## src/rtl/pool_pad_stream_pkg.sv

```systemverilog
// Shared SPPF definitions used by the pooling pipeline stages.
//   POOL_K / SPPF_PAD    : pool window size and the "same"-size border it needs
//   pool_state_e         : plane-buffer FSM states
//   sppf_min_value()     : most negative two's complement value for a pixel width
//   sppf_padded_size()   : element count of a padded plane
//   sppf_cnt_width()     : counter width for n values, never below 1
package pool_pad_stream_pkg;

  localparam int unsigned POOL_K   = 5;
  localparam int unsigned SPPF_PAD = (POOL_K - 1) / 2;

  typedef enum logic {
    StFill,
    StHold
  } pool_state_e;

  // Caller truncates to its own width; valid for widths up to 64.
  function automatic logic [63:0] sppf_min_value(input int unsigned width);
    return 64'd1 << (width - 1);
  endfunction

  function automatic int unsigned sppf_padded_size(input int unsigned h, input int unsigned w,
                                                   input int unsigned pad);
    return (h + 2 * pad) * (w + 2 * pad);
  endfunction

  function automatic int unsigned sppf_cnt_width(input int unsigned n);
    return (n > 1) ? $clog2(n) : 1;
  endfunction

endpackage

```

## src/rtl/pool_pad_stream.sv

```systemverilog
// Input stage of the SPPF max-pool chain. Buffers one HxW plane per channel from a pixel-serial
// valid/ready stream and presents it as a flat padded plane with a PAD_VALUE border.
//   clk, reset        : clock, asynchronous active-high reset
//   in_data/valid/ready : raster-order pixel stream, channel-major across planes
//   out_plane         : padded plane, element k = r*(W+2*PAD)+c at [k*DATA_WIDTH +: DATA_WIDTH]
//   out_valid/ready   : plane handshake; plane stays stable until consumed
//   out_ch, out_last  : channel index of the plane and flag for channel D-1
module pool_pad_stream
  import pool_pad_stream_pkg::*;
#(
  parameter int unsigned DATA_WIDTH = 16,
  parameter int unsigned D          = 1,
  parameter int unsigned H          = 6,
  parameter int unsigned W          = 6,
  parameter int unsigned PAD        = SPPF_PAD,
  parameter logic [DATA_WIDTH-1:0] PAD_VALUE = DATA_WIDTH'(sppf_min_value(DATA_WIDTH))
) (
  input  logic                                                   clk,
  input  logic                                                   reset,
  input  logic [DATA_WIDTH-1:0]                                  in_data,
  input  logic                                                   in_valid,
  output logic                                                   in_ready,
  output logic [0:sppf_padded_size(H, W, PAD)*DATA_WIDTH-1]      out_plane,
  output logic                                                   out_valid,
  input  logic                                                   out_ready,
  output logic [sppf_cnt_width(D)-1:0]                           out_ch,
  output logic                                                   out_last
);

  localparam int unsigned RowW = sppf_cnt_width(H);
  localparam int unsigned ColW = sppf_cnt_width(W);
  localparam int unsigned ChW  = sppf_cnt_width(D);
  localparam int          PadI = int'(PAD);
  localparam int          HI   = int'(H);
  localparam int          WI   = int'(W);
  localparam int          PW   = WI + 2 * PadI;
  localparam int          PH   = HI + 2 * PadI;

  pool_state_e           r_state;
  logic                  r_in_ready;
  logic                  r_out_valid;
  logic                  r_last;
  logic [RowW-1:0]       r_row;
  logic [ColW-1:0]       r_col;
  logic [ChW-1:0]        r_ch;
  logic [DATA_WIDTH-1:0] r_buf [H][W];
  logic [ChW-1:0]        w_ch_next;

  assign w_ch_next = (r_ch == ChW'(D - 1)) ? '0 : r_ch + ChW'(1);

  // Handshake outputs are registered copies of the state decode.
  always_ff @(posedge clk or posedge reset) begin
    if (reset) begin
      r_state     <= StFill;
      r_in_ready  <= 1'b1;
      r_out_valid <= 1'b0;
      r_row       <= '0;
      r_col       <= '0;
      r_ch        <= '0;
      r_last      <= (D == 1);
      for (int r = 0; r < HI; r++) begin
        for (int c = 0; c < WI; c++) begin
          r_buf[r][c] <= '0;
        end
      end
    end else begin
      unique case (r_state)
        StFill: begin
          if (in_valid) begin
            r_buf[r_row][r_col] <= in_data;
            if (r_col == ColW'(W - 1)) begin
              r_col <= '0;
              if (r_row == RowW'(H - 1)) begin
                r_row       <= '0;
                r_state     <= StHold;
                r_in_ready  <= 1'b0;
                r_out_valid <= 1'b1;
              end else begin
                r_row <= r_row + RowW'(1);
              end
            end else begin
              r_col <= r_col + ColW'(1);
            end
          end
        end
        StHold: begin
          // Buffer is frozen here; in_valid is ignored until the plane is consumed.
          if (out_ready) begin
            r_state     <= StFill;
            r_in_ready  <= 1'b1;
            r_out_valid <= 1'b0;
            r_ch        <= w_ch_next;
            r_last      <= (w_ch_next == ChW'(D - 1));
          end
        end
        default: r_state <= StFill;
      endcase
    end
  end

  assign in_ready  = r_in_ready;
  assign out_valid = r_out_valid;
  assign out_ch    = r_ch;
  assign out_last  = r_last;

  // Pure wiring: interior elements map to the buffer, the border is the constant pad value.
  for (genvar r = 0; r < PH; r++) begin : g_row
    for (genvar c = 0; c < PW; c++) begin : g_col
      if (r >= PadI && r < HI + PadI && c >= PadI && c < WI + PadI) begin : g_in
        assign out_plane[(r*PW+c)*DATA_WIDTH +: DATA_WIDTH] = r_buf[r-PadI][c-PadI];
      end else begin : g_pad
        assign out_plane[(r*PW+c)*DATA_WIDTH +: DATA_WIDTH] = PAD_VALUE;
      end
    end
  end

endmodule

```

## config.mk

```make
export PLATFORM = sky130hd
export DESIGN_NAME = pool_pad_stream
export DESIGN_NICKNAME = d
export VERILOG_FILES = /design/src/rtl/pool_pad_stream_pkg.sv /design/src/rtl/pool_pad_stream.sv
export SDC_FILE = /design/constraint.sdc
export NUM_CORES = 1
export LEC_CHECK = 0
export CAP_MARGIN = 20
export CORE_AREA = 2 2 631 633
export CTS_BUF_LIST = sky130_fd_sc_hd__clkbuf_4 sky130_fd_sc_hd__clkbuf_8
export CTS_CLUSTER_DIAMETER = 150
export DETAILED_ROUTE_END_ITERATION = 7
export DIE_AREA = 0 0 633 635
export GPL_TIMING_DRIVEN = 0
export SETUP_SLACK_MARGIN = 0.5
export SLEW_MARGIN = 20
export SYNTH_ARGS = -nofsm -noshare
export SYNTH_HDL_FRONTEND = slang
export SYNTH_SLANG_ARGS = --single-unit
```

## constraint.sdc

```tcl
create_clock -name clk -period 25.6 [get_ports clk]
set_clock_uncertainty 0.1 [all_clocks]
set_input_delay 5.12 -clock clk [delete_from_list [all_inputs] [get_ports clk]]
set_output_delay 5.12 -clock clk [all_outputs]
set_load 0.005 [all_outputs]
```

==> results.sh, run 1 <==
export IMPL_gp_congestion=0.698
export IMPL_numCtsBuffers=117
export IMPL_drt_first_pass_iters=4
export IMPL_worst_pin_slew_ns=1.09
export IMPL_dp_cells=9269
export IMPL_multi_input_area_sq_um=11000
export IMPL_maxCapViolations=0
export IMPL_drcViolationCount=0
export IMPL_holdBufCountCts=0
export IMPL_final_cell_mix="buf_4, conb_1, dfrtp_1, clkdlybuf4s50_1, mux2_2"
export IMPL_cts_resized_gates=0
export IMPL_postLayoutCoreUtil_pct=12.7
export IMPL_wl_microns=147000
export IMPL_hold_path_class="reg2reg"
export IMPL_grt_max_degree=96
export IMPL_ff2ff_path_depth=6
export IMPL_cts_sinks=585
export IMPL_path_buf_inv=1
export IMPL_area_growth_pct=66.6
export IMPL_start_util_pct=7.61
export IMPL_grt_overflow=0
export IMPL_dieWidth_microns=633
export IMPL_core_area_sq_um=395000
export IMPL_clockBufferDepth=4
export IMPL_crit_type="reg2out"
export IMPL_p_int_mw=2.80
export IMPL_cp_end_kind="output pin"
export IMPL_crit_start="out_plane[374]$_DFFE_PP0P_"
export IMPL_top_level_ports=1624
export IMPL_cp_depth=1
export IMPL_yosysSeqAreaShare_pct=48.7
export IMPL_stdcell_count=9504
export IMPL_dieArea_sq_um=402000
export IMPL_power_frac_clock_pct=28.9
export IMPL_startpoint_type="flip-flop"
export IMPL_routed_wl_met2_microns=74900
export IMPL_endpoint="out_plane[374]"
export IMPL_post_cts_buffers=0
export IMPL_rsz0062_at_grt="false"
export IMPL_hold_viol_final=0
export IMPL_cts_tree="yes"
export IMPL_layout_commonest_cell="buf_4"
export IMPL_cp_slowest_stage_delay_ns=1.03
export IMPL_grt_pass1_wl_microns=185000
export IMPL_met1_length_microns=54100
export IMPL_num_rows=231
export IMPL_grt_usage_pct=6.94
export IMPL_crit_chain="clkdlybuf4s50_1"
export IMPL_netlist_instances=2385
export IMPL_worstPathArrival_ns=2.32
export IMPL_fp_dieH_microns=635
export IMPL_wl_per_cell_microns=15.4
export IMPL_via_per_inst=2.12
export IMPL_p_leak_nw=24.3
export IMPL_clk_pin_slew_ns=0.06
export IMPL_status="complete, no violations"
export IMPL_timing_final_crit_share_pct=29.5
export IMPL_sequentialPowerShare_pct=34.7
export IMPL_whs_ns=0.372
export IMPL_relSlewSlack_pct=27.3
export IMPL_p_switching_mw=1.20
export IMPL_final_min_clock_period_ns=7.54
export IMPL_drt_initial_drc_count=613
export IMPL_dp_hpwl_microns=120000
export IMPL_max_freq_ghz=0.133
export IMPL_cp_slowest_cell="clkdlybuf4s50_1"
export IMPL_numPortBuffers=581
export IMPL_crit_family="buffers and inverters"
export IMPL_powerDensity_nw_per_um2=80.0
export IMPL_setup_violations=0
export IMPL_met3WireLength_microns=13000
export IMPL_power_mw=4.01
export IMPL_dr_total_vias=20200
export IMPL_worst_path_max_fanout=2
export IMPL_p_comb_share_pct=36.3
export IMPL_p_sw_share_pct=30.1
export IMPL_reg2reg_to="out_plane[695]$_DFFE_PP0P_"
export IMPL_max_vdd_ir_drop_v=0.0000533
export IMPL_layout_nets=4166
export IMPL_dr_max_layer_used="met5"
export IMPL_seqCellArea_sq_um=14600
export IMPL_ys_seq_elements=585
export IMPL_ys_warn_count=0
export IMPL_grt_pass1_vias=19100
export IMPL_slew_viol_final=0
export IMPL_synth_area_sq_um=30100
export IMPL_reg2reg_setup_slack_ns=22.60
export IMPL_layout_drive_gt1_share_pct=46.8
export IMPL_cts_max_level=3
export IMPL_synth_cell_types=34
export IMPL_synth_avg_cell_area_sq_um=12.6
export IMPL_antenna_found_initial=37
export IMPL_clk_latency_ns=0.98
export IMPL_ant_nets=0
export IMPL_fillCellCount=44900
export IMPL_r2r_start="r_state$_DFF_PP0_"
export IMPL_worstPathRequired_ns=20.38
export IMPL_cts_root_buf="clkbuf_8"
==> per-layer routing <==
metal	vias up	global-route usage, %
met5	-	0
met4	4	2.30
met1	9721	7.65
met2	940	12.6
met3	153	2.10
li1	9366	-
==> cells by family (layout without fill, tap and decap cells) <==
group	count (synthesis)	in the layout	share of synthesized area (%)
DFF	585	585	48.7
xor gates and xnor gates	2	2	0.0583
buffers and inverters	1146	1975	27.5
muxes	576	576	21.6
and+or+nand+nor	68	68	1.97
AOI/OAI and AO/OA	6	6	0.146
other	2	1050	0.0250
==> metrics by stage <==
step / setup slack (ns) / setup TNS [ns] / area, sq um
3_5_place_dp: 17.39 / 0 / 47200
3_3_place_gp: -6.40 / -3544.95 / 46300
6_report: 18.06 / 0 / 50100
5_1_grt: 17.80 / 0 / 50000
2_1_floorplan: 4.01 / 0 / 33900
4_1_cts: 17.67 / 0 / 50000
==> sequential cells by signal, summed over array words and instances, names as in the netlist <==
register,count
r_col,3
r_row,3
in_ready,1
out_valid,1
out_plane,576
r_state,1
==> power groups by stage <==
stage	Combinational, mW	Clock [mW]	Sequential, mW
global placement	1.47	0	1.40
detailed placement	1.49	0	1.40
finish	1.46	1.16	1.39
floorplan	0.536	0	1.42
CTS	1.49	1.22	1.39
global route	1.56	1.25	1.43
==> Yosys cell counts, drive strengths merged <==
cell	count	area (sq um)
buf	1094	8070
dfrtp	584	14600
mux2	576	6490
clkbuf	50	188
nand2	33	196
nor4b	6	125
and4bb	5	62.6
nor2b	5	31.3
nand3	4	40.0
a22o	3	26.3
nor4bb	3	30.0
and4b	2	20.0
conb	2	7.51
inv	2	7.51
nor4	2	33.8
o21ai	2	10.0
xor2	2	17.5
a21o	1	7.51
and2b	1	7.51
dfstp	1	26.3
nand2b	1	6.26
nand3b	1	7.51
nand4	1	6.26
nand4b	1	8.76
nor2	1	3.75
nor3	1	5.00
nor3b	1	7.51
==> how the worst min path moves through the flow <==
stage	from	to	slack, ns	cells after the start
after CTS	out_valid$_DFFE_PP0P_	out_valid$_DFFE_PP0P_	0.38	2
after global routing	out_plane[550]$_DFFE_PP0P_	out_plane[550]$_DFFE_PP0P_	0.41	1
after global placement	out_valid$_DFFE_PP0P_	out_valid$_DFFE_PP0P_	0.36	2
after floorplan	out_valid$_DFFE_PP0P_	out_valid$_DFFE_PP0P_	0.37	2
final	out_valid$_DFFE_PP0P_	out_valid$_DFFE_PP0P_	0.37	2
after detailed placement	out_valid$_DFFE_PP0P_	out_valid$_DFFE_PP0P_	0.36	2
==> layout make-up <==
cell class	count	area share [%]
multi-input cells	1678	22.0
clock inverters	35	1.07
plain buffers	1144	16.6
diodes	24	0.120
inverters	2	0.0300
clock buffers	176	4.48
repair buffers	618	13.4
flip-flops and latches	585	29.2
well taps	5242	13.1
Note: power is estimated with default switching activity, not from simulation.
==> run 2: changes to the inputs <==
- CORE_AREA: 2 2 631 633 -> 2 2 637 639
- DIE_AREA: 0 0 633 635 -> 0 0 639 641
- clock period: 25.6 -> 6.9 ns (I/O delays scaled with it)
==> results.sh, run 2 (same netlist as run 1, synthesis figures left out) <==
export IMPL_power_frac_clock_pct=27.1
export IMPL_drcViolationCount=0
export IMPL_r2r_start="r_state$_DFF_PP0_"
export IMPL_path_buf_inv=1
export IMPL_p_switching_mw=4.22
export IMPL_timing_final_crit_share_pct=54.1
export IMPL_p_int_mw=10.1
export IMPL_final_cell_mix="buf_4, conb_1, dfrtp_1, clkdlybuf4s50_1, mux2_2"
export IMPL_fillCellCount=45600
export IMPL_clk_latency_ns=0.99
export IMPL_p_leak_nw=24.2
export IMPL_worstPathRequired_ns=5.42
export IMPL_relSlewSlack_pct=27.8
export IMPL_sequentialPowerShare_pct=36.1
export IMPL_power_mw=14.3
export IMPL_core_area_sq_um=402000
export IMPL_reg2reg_setup_slack_ns=3.88
export IMPL_holdPathStages=2
export IMPL_cp_depth=1
export IMPL_cp_slowest_stage_delay_ns=0.98
export IMPL_reg2reg_to="out_plane[1004]$_DFFE_PP0P_"
export IMPL_layout_nets=4175
export IMPL_dieWidth_microns=639
export IMPL_dr_total_vias=20100
export IMPL_rsz0062_at_grt="false"
export IMPL_clk_pin_slew_ns=0.06
export IMPL_setup_violations=0
export IMPL_num_rows=233
export IMPL_numPortBuffers=581
export IMPL_layout_commonest_cell="buf_4"
export IMPL_slew_viol_final=0
export IMPL_holdBufCountCts=0
export IMPL_fp_dieH_microns=641
export IMPL_hold_viol_final=0
export IMPL_grt_pass1_vias=18500
export IMPL_min_from="out_valid$_DFFE_PP0P_"
export IMPL_cts_resized_gates=0
export IMPL_worst_pin_slew_ns=1.08
export IMPL_status="complete, no violations"
export IMPL_crit_chain="clkdlybuf4s50_1"
export IMPL_final_min_clock_period_ns=3.73
export IMPL_cts_tree="yes"
export IMPL_largest_reg_flops=576
export IMPL_startpoint_type="flip-flop"
export IMPL_cts_sinks=585
export IMPL_max_vdd_ir_drop_v=0.000189
export IMPL_antenna_found_initial=41
export IMPL_drt_initial_drc_count=559
export IMPL_grt_max_degree=34
export IMPL_worst_path_max_fanout=2
export IMPL_cts_root_buf="clkbuf_8"
export IMPL_worstPathArrival_ns=2.25
export IMPL_dpl_cell_area_sq_um=47500
export IMPL_ant_nets=0
export IMPL_cts_max_level=3
export IMPL_post_cts_buffers=0
export IMPL_dp_hpwl_microns=115000
export IMPL_ff2ff_path_depth=6
export IMPL_top_level_ports=1624
export IMPL_crit_family="buffers and inverters"
export IMPL_grt_pass1_wl_microns=173000
export IMPL_cp_slowest_cell="clkdlybuf4s50_1"
export IMPL_maxCapViolations=0
export IMPL_max_freq_ghz=0.268
export IMPL_grt_overflow=0
export IMPL_finalInstanceArea_sq_um=50000
export IMPL_wl_per_cell_microns=14.5
export IMPL_crit_start="out_plane[369]$_DFFE_PP0P_"
export IMPL_hold_path_class="reg2reg"
export IMPL_crit_type="reg2out"
export IMPL_gp_congestion=0.700
export IMPL_p_comb_share_pct=36.8
export IMPL_area_growth_pct=66.3
export IMPL_drt_first_pass_iters=4
export IMPL_p_sw_share_pct=29.5
export IMPL_start_util_pct=7.48
export IMPL_grt_usage_pct=6.35
export IMPL_cp_end_kind="output pin"
export IMPL_layout_drive_gt1_share_pct=46.7
export IMPL_via_per_inst=2.11
export IMPL_clockBufferDepth=4
export IMPL_powerDensity_nw_per_um2=286
export IMPL_wl_microns=139000
export IMPL_dieArea_sq_um=410000
export IMPL_hold_path_end="out_valid$_DFFE_PP0P_"
export IMPL_numCtsBuffers=113
-- run 2: worst register-to-register path: stages (launching register included) --
cell and delay [ns]:
dfrtp_1 0.41, buf_2 0.26, nor4bb_1 0.10, buf_2 0.17, nand2_2 0.40, buf_2 0.81
mux2_2 0.56
-- run 2: power by group through the flow --
stage | Combinational [mW] | Clock, mW | Sequential, mW
finish | 5.25 | 3.87 | 5.16
global placement | 5.24 | 0 | 5.19
floorplan | 1.99 | 0 | 5.28
detailed placement | 5.34 | 0 | 5.21
global route | 5.64 | 4.19 | 5.31
CTS | 5.36 | 4.08 | 5.16
-- run 2: final cells by class --
type | count | area, sq um | area share, %
flip-flops and latches | 585 | 14600 | 29.3
well taps | 5287 | 6620 | 13.2
diodes | 20 | 50.0 | 0.100
plain buffers | 1144 | 8300 | 16.6
clock buffers | 176 | 2180 | 4.37
inverters | 2 | 11.3 | 0.0225
clock inverters | 21 | 260 | 0.521
repair buffers | 631 | 6920 | 13.9
multi-input cells | 1678 | 11000 | 22.0
-- run 2: worst max path at each step --
| stage | to | slack, ns |
|---|---|---|
| 2_1_floorplan | out_plane[1000]$_DFFE_PP0P_ | -2.55 |
| 3_3_place_gp | out_plane[999]$_DFFE_PP0P_ | -7.94 |
| 3_5_place_dp | out_plane[1243]$_DFFE_PP0P_ | 2.30 |
| 4_1_cts | out_plane[369] | 2.71 |
| 5_1_grt | out_plane[369] | 2.86 |
| 6_report | out_plane[369] | 3.17 |
-- run 2: metrics by stage --
stage	utilization (%)	TNS, ns	hold WS (ns)	setup WS [ns]	cells
final	12.4	0	0.381	3.17	9544
after global routing	12.4	0	0.408	2.86	9526
after CTS	12.4	0	0.385	2.71	9524
after detailed placement	11.8	0	0.370	2.30	9327
after global placement	11.5	-4418.61	0.363	-7.94	9277
after floorplan	-	-1491.03	0.367	-2.55	3409
-- run 2: per-layer routing --
metal | track usage, % | vias up | wire length, microns
met5 | 0 | - | 13
met4 | 1.91 | 2 | 3660
met3 | 1.99 | 161 | 12200
met2 | 10.9 | 982 | 68700
met1 | 7.48 | 9570 | 54000
li1 | - | 9381 | -
